===== src/rtl/lm_sm_sequencer.sv =====
// lm_sm_sequencer: multi-cycle sequencer for load-multiple / store-multiple.
// Walks a register mask from its lowest set bit to its highest and issues one
// memory transfer per cycle at consecutive addresses starting from a base.
// Optional build macro LMSM_BASE_WB_EN adds a post-increment base write-back
// port that is pulsed in the completion cycle.
module lm_sm_sequencer #(
  parameter int ADDR_WIDTH = 16,
  parameter int DATA_WIDTH = 16,
  parameter int REG_COUNT  = 8,
  localparam int IDX_W     = $clog2(REG_COUNT)
) (
  input  logic                  In_clock,
  input  logic                  In_reset,
  input  logic                  In_start,
  input  logic                  In_is_store,
  input  logic [ADDR_WIDTH-1:0] In_base_addr,
  input  logic [REG_COUNT-1:0]  In_reg_mask,
  output logic                  Out_Mem_Access_en,
  output logic                  Out_Mem_Access_R_Wbar,
  output logic [ADDR_WIDTH-1:0] Out_Mem_Access_addr,
  output logic [DATA_WIDTH-1:0] Out_Mem_Write_data,
  input  logic [DATA_WIDTH-1:0] In_Mem_Read_data,
  output logic [IDX_W-1:0]      Out_Rf_rd_addr,
  input  logic [DATA_WIDTH-1:0] In_Rf_rd_data,
  output logic                  Out_Rf_wr_en,
  output logic [IDX_W-1:0]      Out_Rf_wr_addr,
  output logic [DATA_WIDTH-1:0] Out_Rf_wr_data,
  output logic                  Out_busy,
  output logic                  Out_done,
`ifdef LMSM_BASE_WB_EN
  output logic                  Out_base_wb_en,
  output logic [ADDR_WIDTH-1:0] Out_base_wb_data,
`endif
  output logic [3:0]            Out_count
);

  typedef enum logic [1:0] {
    ST_IDLE = 2'd0,
    ST_XFER = 2'd1,
    ST_DONE = 2'd2
  } state_t;

  state_t                  state_reg;
  state_t                  state_next;
  logic [REG_COUNT-1:0]    rem_mask_reg;
  logic [ADDR_WIDTH-1:0]   cur_addr_reg;
  logic                    is_store_reg;
  logic [3:0]              count_reg;

  logic [IDX_W-1:0]        low_idx;
  logic [REG_COUNT-1:0]    mask_cleared;
  logic                    xfer_active;

  // Priority encoder: index of the lowest set bit of the remaining mask.
  always_comb begin
    low_idx = '0;
    for (int k = REG_COUNT - 1; k >= 0; k--) begin
      if (rem_mask_reg[k]) begin
        low_idx = IDX_W'(k);
      end
    end
  end

  // Dropping the lowest set bit is the classic x & (x - 1).
  assign mask_cleared = rem_mask_reg & (rem_mask_reg - REG_COUNT'(1));

  // Next-state decode.
  always_comb begin
    state_next = state_reg;
    case (state_reg)
      ST_IDLE: begin
        if (In_start) begin
          state_next = (In_reg_mask != '0) ? ST_XFER : ST_DONE;
        end
      end
      ST_XFER: begin
        if (mask_cleared == '0) begin
          state_next = ST_DONE;
        end
      end
      ST_DONE: state_next = ST_IDLE;
      default: state_next = ST_IDLE;
    endcase
  end

  // State and datapath registers; start is only latched from IDLE.
  always_ff @(posedge In_clock) begin
    if (In_reset) begin
      state_reg    <= ST_IDLE;
      rem_mask_reg <= '0;
      cur_addr_reg <= '0;
      is_store_reg <= 1'b0;
      count_reg    <= '0;
    end else begin
      state_reg <= state_next;
      case (state_reg)
        ST_IDLE: begin
          if (In_start) begin
            rem_mask_reg <= In_reg_mask;
            cur_addr_reg <= In_base_addr;
            is_store_reg <= In_is_store;
            count_reg    <= '0;
          end
        end
        ST_XFER: begin
          rem_mask_reg <= mask_cleared;
          cur_addr_reg <= cur_addr_reg + ADDR_WIDTH'(1);
          count_reg    <= count_reg + 4'd1;
        end
        default: ;
      endcase
    end
  end

  // Reset gates the outputs in the same cycle so an abandoned operation
  // cannot commit a write on the reset edge.
  assign xfer_active = (state_reg == ST_XFER) && !In_reset;

  // Output decode of the registered state plus the combinational data paths.
  always_comb begin
    Out_Mem_Access_en     = 1'b0;
    Out_Mem_Access_R_Wbar = 1'b1;
    Out_Mem_Access_addr   = '0;
    Out_Mem_Write_data    = '0;
    Out_Rf_rd_addr        = '0;
    Out_Rf_wr_en          = 1'b0;
    Out_Rf_wr_addr        = '0;
    Out_Rf_wr_data        = '0;
    Out_busy              = xfer_active;
    Out_done              = (state_reg == ST_DONE) && !In_reset;
    Out_count             = In_reset ? 4'd0 : count_reg;
`ifdef LMSM_BASE_WB_EN
    Out_base_wb_en        = 1'b0;
    Out_base_wb_data      = '0;
    if ((state_reg == ST_DONE) && !In_reset) begin
      Out_base_wb_en   = 1'b1;
      Out_base_wb_data = cur_addr_reg;
    end
`endif
    if (xfer_active) begin
      Out_Mem_Access_en   = 1'b1;
      Out_Mem_Access_addr = cur_addr_reg;
      if (is_store_reg) begin
        Out_Mem_Access_R_Wbar = 1'b0;
        Out_Rf_rd_addr        = low_idx;
        Out_Mem_Write_data    = In_Rf_rd_data;
      end else begin
        Out_Rf_wr_en   = 1'b1;
        Out_Rf_wr_addr = low_idx;
        Out_Rf_wr_data = In_Mem_Read_data;
      end
    end
  end

endmodule


===== config.mk =====
export PLATFORM = sky130hd
export DESIGN_NAME = lm_sm_sequencer
export DESIGN_NICKNAME = d
export VERILOG_FILES = /design/src/rtl/lm_sm_sequencer.sv
export SDC_FILE = /design/constraint.sdc
export NUM_CORES = 1
export LEC_CHECK = 0
export ABC_AREA = 0
export CAP_MARGIN = 0
export CORE_MARGIN = 2
export CORE_UTILIZATION = 40
export CTS_CLUSTER_DIAMETER = 150
export CTS_CLUSTER_SIZE = 40
export DETAILED_ROUTE_END_ITERATION = 6
export PLACE_DENSITY_LB_ADDON = 0.2
export SETUP_SLACK_MARGIN = 0.3
export SYNTH_ARGS = -nofsm -noshare
export SYNTH_HDL_FRONTEND = slang
export SYNTH_SLANG_ARGS = --single-unit

===== constraint.sdc =====
create_clock -name In_clock -period 5.3 [get_ports In_clock]
set_input_delay 1.06 -clock In_clock [delete_from_list [all_inputs] [get_ports In_clock]]
set_output_delay 1.06 -clock In_clock [all_outputs]
set_load 0.005 [all_outputs]

Word level (Yosys, flattened, before mapping). Index checks and enable logic that the tools add are counted.

Reduce and logical (&&, ||, !) cells: 10. Bitwise gates (word level): 1. Add/sub/neg operators: 3. Multiplexer cells: 32. Equal/unequal tests: 4.

Operators by type and width (count): $mux W16 (6); $mux W3 (12); $pmux W16 S2 (1); $add A16 B1 Y16 const B (1); $pmux W8 S2 (1); $and A8 B8 Y8 (1); $logic_not A8 Y1 (1); $mux W4 (2); $mux W8 (1); $pmux W4 S2 (1); $reduce_bool A8 Y1 (1); $sub A8 B1 Y8 const B (1); $mux W2 (3); $reduce_and A2 Y1 (3); $add A4 B1 Y4 const B (1); $mux W1 (4); $ne A2 B2 Y1 const B (2); $pmux W2 S2 (1); $eq A2 B1 Y1 const B (1); $eq A2 B2 Y1 const B (1); $logic_and A1 B1 Y1 (2); $logic_not A2 Y1 (1); $reduce_bool A2 Y1 (1); $logic_not A1 Y1 (1).

Output and inout port bits: 63. Bits of input ports: 60. Logic and storage cells: 55. Register bits: 31.

Logic depth before layout (Yosys ltp). Gate-level depths: netlist (run 1).

Depth in word-level cells: 10. Gate-level depth with buffers: 7. Gate-level depth less buffers: 5.

Worst setup path before layout (run 1). No wires, ideal clock.

Path kind: input -> output. Start point: in In_reset. End point: out Out_Rf_rd_addr[0]. Data required time: 4.240 ns. Arrival time: 2.130 ns. Slack: 2.110 ns. Stages: 7. Cell sequence: clkbuf_1 -> inv_1 -> nand2_1 -> inv_1 -> clkbuf_1 -> nand2_1 -> a211oi_1.

Longest elaborated chain between the ends: 3.

Ends and longest elaborated chain: start: declaration (line 13) `input logic In_reset,`; $logic_not A1 Y1 (line 117) `assign xfer_active = (state_reg == ST_XFER) && !In_reset;`; $logic_and A1 B1 Y1 (line 117); $mux W3 (line 140) `if (xfer_active) begin`; end: declaration (line 23) `output logic [IDX_W-1:0] Out_Rf_rd_addr,`.

Every way passes these cells.

Worst setup path after layout (run 1). Same ends and word-level chain as after synthesis.

==> results of run 1 <==
## critical path, delay by kind of cell
kind                   cells  cell delay (ns)
buffers and inverters      4             1.73
AND/OR/NAND/NOR            2             0.44
AO/OA/AOI/OAI              1             0.27
## kinds of logic (layout without fill, tap and decap cells)
| group | after synthesis | in the layout | synth area share |
|---|---|---|---|
| adder cells (fa/ha/maj) | 4 | 4 | 0.02100 |
| multiplexers | 3 | 3 | 0.01517 |
| AO/OA/AOI/OAI | 74 | 74 | 0.2351 |
| XOR/XNOR | 2 | 2 | 0.008170 |
| AND/OR/NAND/NOR | 140 | 140 | 0.3693 |
| flip-flops | 31 | 31 | 0.2894 |
| buffers and inverters | 34 | 141 | 0.06184 |
## final cells by class
type,count,area share
Multi-Input combinational cell,223,0.4010
Timing Repair Buffer,124,0.3563
Clock buffer,8,0.02885
Inverter,9,0.009737
Tap cell,70,0.02524
Sequential cell,31,0.1789
## per-layer routing
metal / up-vias / GRT usage / wire length (um)
met5: - / 0 / 0
li1: 1274 / - / -
met4: 0 / 0.09643 / 191
met3: 20 / 0.05176 / 401
met1: 1223 / 0.3235 / 3247
met2: 104 / 0.4157 / 3781
## report_power, final
part	internal [mW]	leakage (nW)	switching, mW
logic	0.188	1.02	0.186
registers	0.276	0.255	0.0827
clock network	0.119	0.0515	0.0928
total	0.583	1.33	0.362
## how the worst max path moves through the flow
stage                  start                 to  slack, ns
floorplan           In_reset  Out_Rf_rd_addr[0]       2.11
global placement    In_reset  Out_Rf_rd_addr[0]       0.90
CTS                 In_reset  Out_Rf_rd_addr[0]       0.79
global route        In_reset  Out_Rf_rd_addr[0]       0.54
detailed placement  In_reset  Out_Rf_rd_addr[0]       0.80
finish              In_reset  Out_Rf_rd_addr[0]       0.74
## through the flow
| stage | instances | utilization |
|---|---|---|
| 5_1_grt | 465 | 0.6750 |
| 3_3_place_gp | 457 | 0.6556 |
| 6_report | 465 | 0.6750 |
| 4_1_cts | 465 | 0.6750 |
| 3_5_place_dp | 457 | 0.6556 |
| 2_1_floorplan | 288 | - |
## layout by cell type (no fill, tap or decap), types with 3 or more instances in the layout
cell,synthesis,routed
nor2b_1,6,6
and3_1,30,30
inv_1,9,9
nor4_1,6,6
nor3_1,11,11
clkdlybuf4s50_1,0,122
a21oi_1,13,13
o31ai_1,3,3
nand3_1,6,6
nand4_1,3,3
clkbuf_8,0,7
nand2_1,18,18
o21bai_1,3,3
or3_1,6,6
o21ai_0,13,13
a211oi_1,9,9
and2_1,17,17
dfxtp_1,31,31
a22oi_1,8,8
o22ai_1,5,5
a221oi_1,6,6
nand2b_1,3,3
nor2_1,23,23
==> reports/metrics.cfg, run 1 <==
[grt]
grt-ovfl-total=0
grt_pass1_wl_um=12260
grt_pass1_vias=2500
grt_usage=0.2526
antenna_found_initial=0
grt_max_degree=35

[logic_synthesis]
synth_edf_count=0
yosysSeqAreaShare=0.2894
syn-cell-area_mm2=0.002145
synth_cell_type_count=50
yosysWarnings=0
syn_inst=288
synth_most_common_cell=dfxtp_1
synth.top_cell.area_share=0.2894
synth_top_area_cell=dfxtp_1
ys_ff_latch=31
async_flop_share=0
syn_avg_cell_area_um2=7.446
yosys-top-cells-area=dfxtp_1 29%, and3_1 8.8%, and2_1 5.0%
yosys-top-cells-count=31 x dfxtp_1, 30 x and3_1, 23 x nor2_1
synth_nets=350
synth_ff_type=dfxtp_1

[run]
maxCapViolCount=0

[timing]
min_period_ns=4.556
max_freq_mhz=219.5
hold_viol=0
tightest_slew_ns=1.170
tns_ns=0
finClkSkew_ns=0.004239
finalMaxSlewViolations=0
rsz0062_at_grt=false
timing.final.ws_setup_ns=0.7444
slew_headroom=0.2166
setup_viol=0
hold_ws_ns=0.5058
post-route-period-util=0.8595

[clocking]
post_cts_buffers=0
clkLatencyLatePin_ns=0.28
numCtsBuffers=5
cts.clk_slew.worst_paths_ns=0.07
hold_buffers=0
cts.sinks=31
htree_levels=2
root_buffer=clkbuf_8
cts_buffer_depth=2
post_cts_resized=0
cts_tree=done

[placement]
port_buffers=122
place_congestion=0.8175
place_ws_ns=0.7982
dp_hpwl_um=5384
place_area_mm2=0.003369

[floorplan]
initial_core_util=0.4172
ioPinCount=123
fp-row-count=26
dieArea_mm2=0.005963
die-height_um=77.22
coreArea_mm2=0.005140
die-width_um=77.22

[finish]
layout.area.seq_um2=620.6
nFillCells=477
insertedDiodeCount=0
layout-area-overhead-vs-synth_pct=61.79
multi_input_area_mm2=0.001391
layout-drive-gt1-share=0.04304
finalInstanceArea_mm2=0.003470
largest_reg_flops=16
fin_nets=456

[worst_setup_path]
critical_path_class=in2out
r2r_end=cur_addr_reg[8]
crit_path_end_kind=output port
r2r_slack_ns=3.04
slowest_delay_ns=0.55
cp-start-kind=input port
worstPathRequired_ns=4.24
crit_path_max_fanout=21
r2r-start=state_reg[0]
critPathArrivalTime_ns=3.50
reg2reg_depth=4
crit_chain=clkdlybuf4s50_1 > inv_1 > nand2_1 > inv_1 > nand2_1 > a211oi_1 > clkdlybuf4s50_1
worst_path_max_delay_cell=clkdlybuf4s50_1

[routing]
drt-initial-drc-count=220
wl_um=7622
ant_nets=0
first_pass_iters=5
vias=2621
routedWlPerCell_um=16.39
viasPerCell=5.637
drc_errors=0

[power_and_ir_drop]
irDropWorstVdd_v=0.0001804
power_uw=944.9
cellPowerDensity_mw_per_mm2=272.3
p_leak_nw=1.329

[min_path]
hold_path_end=count_reg[3]
min_path_type=reg2reg
min_from=count_reg[3]
worstHoldPathCells=1

[outcome]
status=complete, no violations

(Power assumes the default switching activity.)
==> inputs of run 2 (changes only) <==
--- a/config.mk
+++ b/config.mk
@@ -14,6 +14,7 @@
 export DETAILED_ROUTE_END_ITERATION = 6
 export PLACE_DENSITY_LB_ADDON = 0.2
 export SETUP_SLACK_MARGIN = 0.3
+export SLEW_MARGIN = 0
 export SYNTH_ARGS = -nofsm -noshare
 export SYNTH_HDL_FRONTEND = slang
 export SYNTH_SLANG_ARGS = --single-unit
==> results of run 2 <==
Final layout, timing and power as in run 1 (identical DEF).
